`src/rtl/sysid_ctrl_pkg.sv`:
```
// rtl/sysid_ctrl_pkg.sv - shared types and constants for the sysid check controller
package sysid_ctrl_pkg;

    typedef enum logic [2:0] {
        ST_IDLE,
        ST_RD_ID,
        ST_RD_TS,
        ST_EVAL,
        ST_RETRY
    } state_e;

    localparam logic SYSID_ADDR_ID = 1'b0;
    localparam logic SYSID_ADDR_TS = 1'b1;

    typedef logic [31:0] word_t;

endpackage

```
`src/rtl/sysid_check_ctrl_if.sv`:
```
// rtl/sysid_check_ctrl_if.sv - Avalon-MM read port between the checker and the sysid slave
interface sysid_check_ctrl_if;
    import sysid_ctrl_pkg::*;

    logic  avm_address;
    logic  avm_read;
    word_t avm_readdata;
    logic  avm_waitrequest;

    modport master (
        output avm_address,
        output avm_read,
        input  avm_readdata,
        input  avm_waitrequest
    );

    modport slave (
        input  avm_address,
        input  avm_read,
        output avm_readdata,
        output avm_waitrequest
    );

endinterface

```
`src/rtl/sysid_ctrl_timeout.sv`:
```
// rtl/sysid_ctrl_timeout.sv - per-read waitrequest counter with expiry flag
module sysid_ctrl_timeout #(
    parameter int TIMEOUT_CYCLES = 255
) (
    input  logic clk,
    input  logic reset,
    input  logic clr,
    input  logic en,
    output logic expired
);
    localparam int CW = $clog2(TIMEOUT_CYCLES + 1);

    logic [CW-1:0] cnt_q, cnt_d;

    always_comb begin
        cnt_d = cnt_q;
        if (clr) begin
            cnt_d = '0;
        end else if (en) begin
            cnt_d = cnt_q + CW'(1);
        end
    end

    always_ff @(posedge clk or posedge reset) begin
        if (reset) begin
            cnt_q <= '0;
        end else begin
            cnt_q <= cnt_d;
        end
    end

    // Flags the stall that would make the count reach the limit, so the read drops on that edge.
    assign expired = en && (cnt_q == CW'(TIMEOUT_CYCLES - 1));

endmodule

```
`src/rtl/sysid_check_ctrl.sv`:
```
// rtl/sysid_check_ctrl.sv - sysid read/compare sequencer; SYSID_CHECK_RETRY_EN enables retries
module sysid_check_ctrl
    import sysid_ctrl_pkg::*;
#(
    parameter word_t EXPECTED_ID    = 32'd989198131,
    parameter word_t EXPECTED_TS    = 32'd1317257525,
    parameter int    TIMEOUT_CYCLES = 255,
    parameter int    MAX_RETRIES    = 3,
    localparam int   RCW            = (MAX_RETRIES > 0) ? $clog2(MAX_RETRIES + 1) : 1
) (
    input  logic                  clk,
    input  logic                  reset,
    input  logic                  start,
    sysid_check_ctrl_if.master    avm,
    output logic                  busy,
    output logic                  done,
    output logic                  id_ok,
    output logic                  ts_ok,
    output logic                  timeout_err,
    output word_t                 id_value,
    output word_t                 ts_value,
    output logic [RCW-1:0]        retry_count
);

    state_e state_q, state_d;
    logic   auto_start_q, auto_start_d;
    logic   busy_q, busy_d, done_q, done_d;
    logic   id_ok_q, id_ok_d, ts_ok_q, ts_ok_d, to_err_q, to_err_d;
    word_t  id_value_q, id_value_d, ts_value_q, ts_value_d;
    logic   rd_q, rd_d, addr_q, addr_d;
    logic   tmo_clr, tmo_en, tmo_expired;
    logic   id_match, ts_match;
`ifdef SYSID_CHECK_RETRY_EN
    logic [RCW-1:0] rc_q, rc_d;
`endif

    sysid_ctrl_timeout #(.TIMEOUT_CYCLES(TIMEOUT_CYCLES)) u_timeout (
        .clk     (clk),
        .reset   (reset),
        .clr     (tmo_clr),
        .en      (tmo_en),
        .expired (tmo_expired)
    );

    assign id_match = !to_err_q && (id_value_q == EXPECTED_ID);
    assign ts_match = !to_err_q && (ts_value_q == EXPECTED_TS);

    always_comb begin
        state_d      = state_q;
        auto_start_d = auto_start_q;
        busy_d       = busy_q;
        done_d       = 1'b0;
        id_ok_d      = id_ok_q;
        ts_ok_d      = ts_ok_q;
        to_err_d     = to_err_q;
        id_value_d   = id_value_q;
        ts_value_d   = ts_value_q;
        rd_d         = rd_q;
        addr_d       = addr_q;
        tmo_clr      = 1'b0;
        tmo_en       = 1'b0;
`ifdef SYSID_CHECK_RETRY_EN
        rc_d         = rc_q;
`endif
        case (state_q)
            ST_IDLE: begin
                // A start coinciding with the done pulse is dropped, not deferred.
                if ((start && !done_q) || auto_start_q) begin
                    state_d      = ST_RD_ID;
                    auto_start_d = 1'b0;
                    id_ok_d      = 1'b0;
                    ts_ok_d      = 1'b0;
                    to_err_d     = 1'b0;
                    busy_d       = 1'b1;
                    rd_d         = 1'b1;
                    addr_d       = SYSID_ADDR_ID;
                    tmo_clr      = 1'b1;
`ifdef SYSID_CHECK_RETRY_EN
                    rc_d         = '0;
`endif
                end
            end
            ST_RD_ID: begin
                tmo_en = avm.avm_waitrequest;
                if (!avm.avm_waitrequest) begin
                    id_value_d = avm.avm_readdata;
                    addr_d     = SYSID_ADDR_TS;
                    tmo_clr    = 1'b1;
                    state_d    = ST_RD_TS;
                end else if (tmo_expired) begin
                    rd_d     = 1'b0;
                    to_err_d = 1'b1;
                    state_d  = ST_EVAL;
                end
            end
            ST_RD_TS: begin
                tmo_en = avm.avm_waitrequest;
                if (!avm.avm_waitrequest) begin
                    ts_value_d = avm.avm_readdata;
                    rd_d       = 1'b0;
                    state_d    = ST_EVAL;
                end else if (tmo_expired) begin
                    rd_d     = 1'b0;
                    to_err_d = 1'b1;
                    state_d  = ST_EVAL;
                end
            end
            ST_EVAL: begin
                state_d = ST_IDLE;
                id_ok_d = id_match;
                ts_ok_d = ts_match;
                done_d  = 1'b1;
                busy_d  = 1'b0;
`ifdef SYSID_CHECK_RETRY_EN
                if (!(id_match && ts_match) && (int'(rc_q) < MAX_RETRIES)) begin
                    state_d = ST_RETRY;
                    id_ok_d = 1'b0;
                    ts_ok_d = 1'b0;
                    done_d  = 1'b0;
                    busy_d  = 1'b1;
                end
`endif
            end
`ifdef SYSID_CHECK_RETRY_EN
            ST_RETRY: begin
                rc_d     = rc_q + RCW'(1);
                to_err_d = 1'b0;
                rd_d     = 1'b1;
                addr_d   = SYSID_ADDR_ID;
                tmo_clr  = 1'b1;
                state_d  = ST_RD_ID;
            end
`endif
            default: state_d = ST_IDLE;
        endcase
    end

    always_ff @(posedge clk or posedge reset) begin
        if (reset) begin
            state_q      <= ST_IDLE;
            auto_start_q <= 1'b1;
            busy_q       <= 1'b0;
            done_q       <= 1'b0;
            id_ok_q      <= 1'b0;
            ts_ok_q      <= 1'b0;
            to_err_q     <= 1'b0;
            id_value_q   <= '0;
            ts_value_q   <= '0;
            rd_q         <= 1'b0;
            addr_q       <= SYSID_ADDR_ID;
`ifdef SYSID_CHECK_RETRY_EN
            rc_q         <= '0;
`endif
        end else begin
            state_q      <= state_d;
            auto_start_q <= auto_start_d;
            busy_q       <= busy_d;
            done_q       <= done_d;
            id_ok_q      <= id_ok_d;
            ts_ok_q      <= ts_ok_d;
            to_err_q     <= to_err_d;
            id_value_q   <= id_value_d;
            ts_value_q   <= ts_value_d;
            rd_q         <= rd_d;
            addr_q       <= addr_d;
`ifdef SYSID_CHECK_RETRY_EN
            rc_q         <= rc_d;
`endif
        end
    end

    assign avm.avm_read    = rd_q;
    assign avm.avm_address = addr_q;
    assign busy            = busy_q;
    assign done            = done_q;
    assign id_ok           = id_ok_q;
    assign ts_ok           = ts_ok_q;
    assign timeout_err     = to_err_q;
    assign id_value        = id_value_q;
    assign ts_value        = ts_value_q;
`ifdef SYSID_CHECK_RETRY_EN
    assign retry_count     = rc_q;
`else
    assign retry_count     = '0;
`endif

endmodule

```
`src/flat_wrapper.sv`:
```
// flat-port wrapper written by rule: the top's interface ports become plain ports
module sysid_check_ctrl_flat import sysid_ctrl_pkg::*;
#(
    parameter word_t EXPECTED_ID    = 32'd989198131,
    parameter word_t EXPECTED_TS    = 32'd1317257525,
    parameter int    TIMEOUT_CYCLES = 255,
    parameter int    MAX_RETRIES    = 3,
    localparam int   RCW            = (MAX_RETRIES > 0) ? $clog2(MAX_RETRIES + 1) : 1
)
  (clk, reset, start, busy, done, id_ok, ts_ok, timeout_err, id_value, ts_value, retry_count, avm_avm_address, avm_avm_read, avm_avm_readdata, avm_avm_waitrequest);
  sysid_check_ctrl_if avm_i ();
  input  logic clk;
  input  logic reset;
  input  logic start;
  output logic busy;
  output logic done;
  output logic id_ok;
  output logic ts_ok;
  output logic timeout_err;
  output word_t id_value;
  output word_t ts_value;
  output logic [RCW-1:0] retry_count;
  output wire logic [$bits(avm_i.avm_address)-1:0] avm_avm_address;
  output wire logic [$bits(avm_i.avm_read)-1:0] avm_avm_read;
  input wire logic [$bits(avm_i.avm_readdata)-1:0] avm_avm_readdata;
  input wire logic [$bits(avm_i.avm_waitrequest)-1:0] avm_avm_waitrequest;
  assign avm_avm_address = avm_i.avm_address;
  assign avm_avm_read = avm_i.avm_read;
  assign avm_i.avm_readdata = avm_avm_readdata;
  assign avm_i.avm_waitrequest = avm_avm_waitrequest;
  sysid_check_ctrl #(.EXPECTED_ID(EXPECTED_ID), .EXPECTED_TS(EXPECTED_TS), .TIMEOUT_CYCLES(TIMEOUT_CYCLES), .MAX_RETRIES(MAX_RETRIES)) u_core (.clk(clk), .reset(reset), .start(start), .avm(avm_i), .busy(busy), .done(done), .id_ok(id_ok), .ts_ok(ts_ok), .timeout_err(timeout_err), .id_value(id_value), .ts_value(ts_value), .retry_count(retry_count));
endmodule
```
`config.mk`:
```
export PLATFORM = sky130hd
export DESIGN_NAME = sysid_check_ctrl_flat
export DESIGN_NICKNAME = d
export VERILOG_FILES = /design/src/rtl/sysid_ctrl_pkg.sv /design/src/rtl/sysid_check_ctrl_if.sv /design/src/rtl/sysid_ctrl_timeout.sv /design/src/rtl/sysid_check_ctrl.sv /design/src/flat_wrapper.sv
export SDC_FILE = /design/constraint.sdc
export NUM_CORES = 1
export LEC_CHECK = 0
export CAP_MARGIN = 0
export CORE_MARGIN = 2
export CORE_UTILIZATION = 46
export CTS_CLUSTER_DIAMETER = 50
export DETAILED_ROUTE_END_ITERATION = 12
export GPL_ROUTABILITY_DRIVEN = 0
export GPL_TIMING_DRIVEN = 0
export PLACE_DENSITY = 0.79
export RECOVER_POWER = 100
export SYNTH_ARGS = -nofsm -noshare
export SYNTH_HDL_FRONTEND = slang
export SYNTH_SLANG_ARGS = --single-unit
```
`constraint.sdc`:
```
create_clock -name clk -period 3.4 [get_ports clk]
set_clock_uncertainty 0.05 [all_clocks]
set_input_delay 0.68 -clock clk [delete_from_list [all_inputs] [get_ports clk]]
set_output_delay 0.68 -clock clk [all_outputs]
set_load 0.02 [all_outputs]
```
# Word level (Yosys, flattened, before mapping)
# Index checks and enable logic that the tools add are counted.
dict set report classes {
  bitwise_logic 1
  addsub 1
  eq_ne 11
  mux 26
  reduce_logical 21
}
# cell n
set op_table {}
lappend op_table {{== test 32 x 30 -> 1 bit (second input constant)} 1}
lappend op_table {{== test 32 x 31 -> 1 bit (second input constant)} 1}
lappend op_table {{2-to-1 mux 8 bit} 2}
lappend op_table {{2-to-1 mux 1 bit} 12}
lappend op_table {{2-to-1 mux 3 bit} 4}
lappend op_table {{case mux 1 bit (2 select lines)} 6}
lappend op_table {{case mux 3 bit (3 select lines)} 1}
lappend op_table {{adder 8 x 1 -> 8 bit (second input constant)} 1}
lappend op_table {{== test 8 bit (second input constant)} 1}
lappend op_table {{AND reduction 2 bit} 4}
lappend op_table {{nonzero test 2 bit} 4}
lappend op_table {{== test 3 x 2 -> 1 bit (second input constant)} 2}
lappend op_table {{inequality test 2 x 1 -> 1 bit (second input constant)} 3}
lappend op_table {{AND reduction 3 bit} 2}
lappend op_table {{logical AND 1 bit} 4}
lappend op_table {{inequality test 2 bit (second input constant)} 2}
lappend op_table {{AND reduction 4 bit} 1}
lappend op_table {{== test 3 x 1 -> 1 bit (second input constant)} 1}
lappend op_table {{zero test 3 bit} 1}
lappend op_table {{case mux 1 bit (3 select lines)} 1}
lappend op_table {{nonzero test 3 bit} 1}
lappend op_table {{zero test 1 bit} 2}
lappend op_table {{OR reduction 2 bit} 1}
lappend op_table {{logical OR 1 bit} 1}
lappend op_table {{inverter 1 bit} 1}
dict set report word_totals {
  regBits 83
  word_cells 72
}

# Logic depth before layout (Yosys ltp)
dict set report depth {
  ltp_word 7
  mapped_depth 6
  ltp_nobuf 6
}

# Cells and area by module
# From an unflattened synthesis, not the netlist that was laid out.
dict set report unflattened {
  hier_cells 252
  hier_area_um2 3643.5
}
# module cells_per_inst n_inst area_per_inst_um2
set by_module_without_submodules {}
lappend by_module_without_submodules {sysid_check_ctrl 210 1 3224.3}
lappend by_module_without_submodules {sysid_ctrl_timeout 42 1 419.2}

# Worst setup path after synthesis
# No wires, ideal clock.
dict set report synth_timing {
  path_type {input port to flip-flop}
  start {in start}
  end {reg u_core.u_timeout.cnt_q[1]}
  cell_stages 4
  t_arrival_ns 1.551
  setup_ns 0.094
  path_slack_ns 1.705
  path_cell_list {nor2b_1 o21ai_1 nand2_1 a211oi_1}
}
dict set report synth_between {
  elab_chain_cells 5
  word_cells_on_any_way 6
  classes_between {mux (3); reduce/logical (3)}
}
# element line_no
set synth_lines {}
lappend synth_lines {{start: declaration} flat_wrapper.sv:14} ;# input logic start;
lappend synth_lines {{logical AND 1 bit (*)} sysid_check_ctrl.sv:68} ;# if ((start && !done_q) || auto_start_q) begin
lappend synth_lines {{logical OR 1 bit (*)} sysid_check_ctrl.sv:68}
lappend synth_lines {{2-to-1 mux 1 bit (*)} sysid_check_ctrl.sv:68}
lappend synth_lines {{case mux 1 bit (2 select lines) (*)} sysid_check_ctrl.sv:65} ;# case (state_q)
lappend synth_lines {{2-to-1 mux 8 bit / nonzero test 2 bit (equally long branches)} n/a}
lappend synth_lines {{end signal: assignment} sysid_ctrl_timeout.sv:28} ;# cnt_q <= cnt_d;
lappend synth_lines {{end: declaration} sysid_ctrl_timeout.sv:13} ;# logic [CW-1:0] cnt_q, cnt_d;
# Every way passes the cells marked *; elsewhere a longest branch is shown, timed or not.
# A chain may end at the register's enable or synchronous reset.

# Final worst setup path
dict set report layout_timing {
  start {in avm_avm_waitrequest}
  end {reg u_core.ts_value_q[13] (netlist: u_core.ts_value[13])}
}
dict set report layout_between {
  elab_chain_cells 2
}
# element line_no
set layout_lines {}
lappend layout_lines {{start: declaration} flat_wrapper.sv:26} ;# input wire logic [$bits(avm_i.avm_waitrequest)-1:0] avm_avm_waitrequest;
lappend layout_lines {{inverter 1 bit (no line)} n/a}
lappend layout_lines {{AND reduction 2 bit (no line)} n/a}
lappend layout_lines {{end signal: assignment} sysid_check_ctrl.sv:163} ;# ts_value_q <= ts_value_d;
lappend layout_lines {{end: declaration} sysid_check_ctrl.sv:29} ;# word_t id_value_q, id_value_d, ts_value_q, ts_value_d;
# Every way passes these cells.

==> summary by stage <==
Yosys
The synthesized-area fraction occupied by xor and xnor cells is 0.0123. The number of cells produced by synthesis is 319. The average instance in the mapped netlist occupies 10.9 µm². The predominant post-synthesis flop cell is sky130_fd_sc_hd__dfrtp_1. The combinational family with the most area after synthesis is simple AND/OR/NAND/NOR gates. The cell type with the highest aggregate area in the netlist is sky130_fd_sc_hd__dfrtp_1. Measured against the total synthesized area, the mux share comes to 0.107. The combined area of all synthesized cells is 3460 µm². The share of synthesized area in the top cell type comes to 0.592.

For this run, the register share of the synthesized area comes to 0.600. Sorting the synthesized cells by area gives the leading types as sky130_fd_sc_hd__dfrtp_1 (59%), sky130_fd_sc_hd__nand2_1 (11%), sky130_fd_sc_hd__mux2_1 (9.8%). The count of flip-flops with a built-in enable after synthesis is 0.

Counting flops with an async set or reset pin after synthesis yields a share of 1.00. Synthesis inferred 83 register bits. The simple logic cell fraction of the synthesized area is 0.222. Of the total synthesized cell area, the portion taken by full adders, half adders and majority gates is 0.00722. The count of warnings emitted by yosys is 0.

The share of the synthesized area in compound gates (AO/OA/AOI/OAI) came to 0.0278. Synthesis instantiated 40 different standard cells from the library.

STA
The peak clock frequency supported by timing is 0.372 GHz. For the pin with the worst max-slew slack, the measured transition is 1090 ps. The worst path needs 2690 ps of the cycle, external delays included. The slack of the critical path is 712 ps. Measured against its own limit, the worst slew margin works out to 0.267. The final cycle utilization of the critical path is 0.790. The worst hold margin is 437 ps. The count of endpoints failing hold in the final timing report is 0. Setup repair after global routing left no endpoint under its margin. The total setup violations reported at the end of the flow is 0. The final max-slew violation count is 0.

Clock tree
The H-tree was split into 3 levels. The clock buffer count from CTS is 9. The clock drives 83 sinks. The clock reaches the later pin of the worst-skew pair after 350 ps.

The count of hold-fix buffers inserted at cts is 0. The tree is rooted in a sky130_fd_sc_hd__clkbuf_8. Clock-pin slew was measured on the worst setup and hold paths at 80 ps. The number of buffers inserted to repair setup after CTS is 0. The buffer depth of the longest clock path is 2.

The clock tree from TritonCTS is done. The count of cells resized by post-cts repair is 0.

GRT
The number of global-route vias before repair was 2829. Entering global routing, the biggest net connects 71 pins. The number of antenna violations at the first check in global routing is 0. The global-route wire length before repair is 14.0 mm. In the global route stage, overall resource usage came out at 0.215. Summed over all layers, the global routing overflow is 0.

Floorplan
The placeable core area is 7290 µm². The die outline height is 90.8 µm. The number of top-level pins is 109. In this run the horizontal extent of the chip is 90.8 µm. The floorplan step defined a die boundary enclosing 8240 µm². The initial utilization of the core area, before any placement, comes to 0.475. The initialized floorplan defines 31 standard-cell rows.

Pwr
The power share of the sequential group is 0.444. The power consumption is 3390 µW. The share of total power dissipated in the clock network is 0.193.

Of the total power, combinational logic draws 0.364. Of the total power, the share spent switching nets is 0.366. Cell internal power was estimated by the tool at 2150 µW.

The maximum VDD drop is 425 µV. In this run the static leakage power is 0.00227 µW. The power spent charging and discharging nets is 1240 µW. Power spread over the standard cell area amounts to 700 nW/µm².

Status
The run finished with clean final reports.

Final layout
The antenna diode instance count is 0. The final layout net count is 477. The sequential cells in the finished layout cover a total of 2080 µm². The core utilization of the finished layout is 0.665. The fraction of final layout cells sized beyond drive strength 1 is 0.0586. In the layout the commonest cells are sky130_fd_sc_hd__nand2_1 (105), sky130_fd_sc_hd__dfrtp_1 (82), sky130_fd_sc_hd__dlygate4sd3_1 (74), sky130_fd_sc_hd__clkdlybuf4s50_1 (32), sky130_fd_sc_hd__mux2_1 (30).

The footprint of the multi-input gates is 1310 µm². Summing all non-filler instances in the final layout gives an area of 4850 µm². The library cell used most frequently in the layout, excluding fill and tap cells, is sky130_fd_sc_hd__nand2_1.

Counting the fill cells in the layout gives 597. Relative to the synthesized area, the layout overhead comes to 40.0%.

Worst setup path
The worst register-to-register path has a depth of 4. STA puts the critical path data required time at 3580 ps. The slowest stage of the critical path belongs to the cell sky130_fd_sc_hd__dlygate4sd3_1. The critical path start-end classification is input pin to flip-flop. Broken down by cell family, the worst path's largest delay share belongs to buffers and inverters. The kind of capture point of the worst setup path is a flip-flop. In this run the number of cells on the critical path is 4. STA classifies the critical path startpoint as an input pin. Of all nets on the critical path, the largest fanout is 10. The data arrival time at the worst-slack endpoint is 2870 ps.

The largest stage delay on the critical path is 610 ps. The critical path contains buffers and inverters numbering 2 combined. Traced cell by cell, the critical path runs through dlygate4sd3_1, nor3_1, clkbuf_1, mux2_1.

Drt
The iteration count of the initial detailed-routing pass is 4. The routed layout has 2777 vias. The detail route stage leaves a number of antenna-violating nets equal to 0. For this run, design rule violations remaining after detail routing come to 0. The topmost layer with routed signal wires is met4.

In the detailed route, the total length drawn on met2 is 4.12 mm. The DRC marker count from the first detailed-route iteration is 159. The detailed router put a total of 3.76 mm of wire on met1. The mean routed wirelength per cell is 15.7 µm.

The length of routed met3 wiring is 591 µm. The number of vias per cell is 5.11. After detailed routing, the total wire length is 8.55 mm.

Min path
The worst hold path belongs to the class flip-flop to flip-flop. The worst hold path depth is 1.

Placed design
OpenSTA, run right after detailed placement, puts the worst setup slack at 930 ps. The wire-length estimate of the detail-placed layout is 6.36 mm. The cell area after placement is 4690 µm².

The count of buffers added on input and output ports is 106.

Job
The tool flagged a number of max-cap violations equal to 0.
## synthesized netlist by cell type (all sizes together) (3+ instances only)
cell type	n
nand2	105
buf	9
mux2	32
nand4	8
inv	3
o21ai	8
nand3	8
clkbuf	3
dfrtp	82
nor2b	6
xor2	3
nor2	11
nor4b	4
a21oi	5
nand4b	3
and2	3
## final timing paths
path                                     start                   to  slack, ps
max                        avm_avm_waitrequest  u_core.ts_value[13]        710
min                        u_core.auto_start_q  u_core.auto_start_q        440
max reg2reg                  u_core.state_q[0]  u_core.ts_value[13]       1090
max in group asynchronous                reset  u_core.auto_start_q       1750
min reg2reg                u_core.auto_start_q  u_core.auto_start_q        440
min in group asynchronous                reset  u_core.ts_value[16]        800
## logic make-up (layout without fill, tap and decap cells)
group,Yosys count,in the layout
buffers and inverters,15,138
flip-flops,83,83
AND/OR/NAND/NOR,164,164
multiplexers,33,33
AO/OA/AOI/OAI,17,17
other,1,3
XOR/XNOR,4,4
adder cells (fa/ha/maj),2,2
## power by group through the flow
stage,clock (µW),combinational (µW),sequential (µW)
floorplan,0,299,1830
global placement,0,1320,1520
detailed placement,0,1350,1540
CTS,664,1350,1520
global route,715,1320,1560
finish,654,1230,1510
## metrics by stage
| step | setup TNS (ps) | cells |
|---|---|---|
| final | 0 | 543 |
| after global routing | 0 | 543 |
| after CTS | 0 | 543 |
| after detailed placement | 0 | 527 |
| after global placement | -58000 | 526 |
| after floorplan | 0 | 321 |
## layout make-up
type,count,area share
Tap cell,99,0.0255
Multi-Input combinational cell,223,0.270
Clock inverter,3,0.00464
Inverter,3,0.00258
Buffer,12,0.0119
Sequential cell,83,0.428
Clock buffer,13,0.0328
Timing Repair Buffer,107,0.224
## registers in the layout, indices dropped and copies added (netlist names), 3 cells and up
| name | cells |
|---|---|
| u_core.id_value | 32 |
| u_core.state_q | 3 |
| u_core.ts_value | 32 |
| u_core.u_timeout.cnt_q | 8 |
## metal layers
layer / vias up / track usage
li1: 1310 / -
met1: 1369 / 0.281
met2: 90 / 0.353
met3: 8 / 0.0659
met4: 0 / 0.0530
met5: - / 0
No activity file was read; power rests on OpenSTA's default activity.
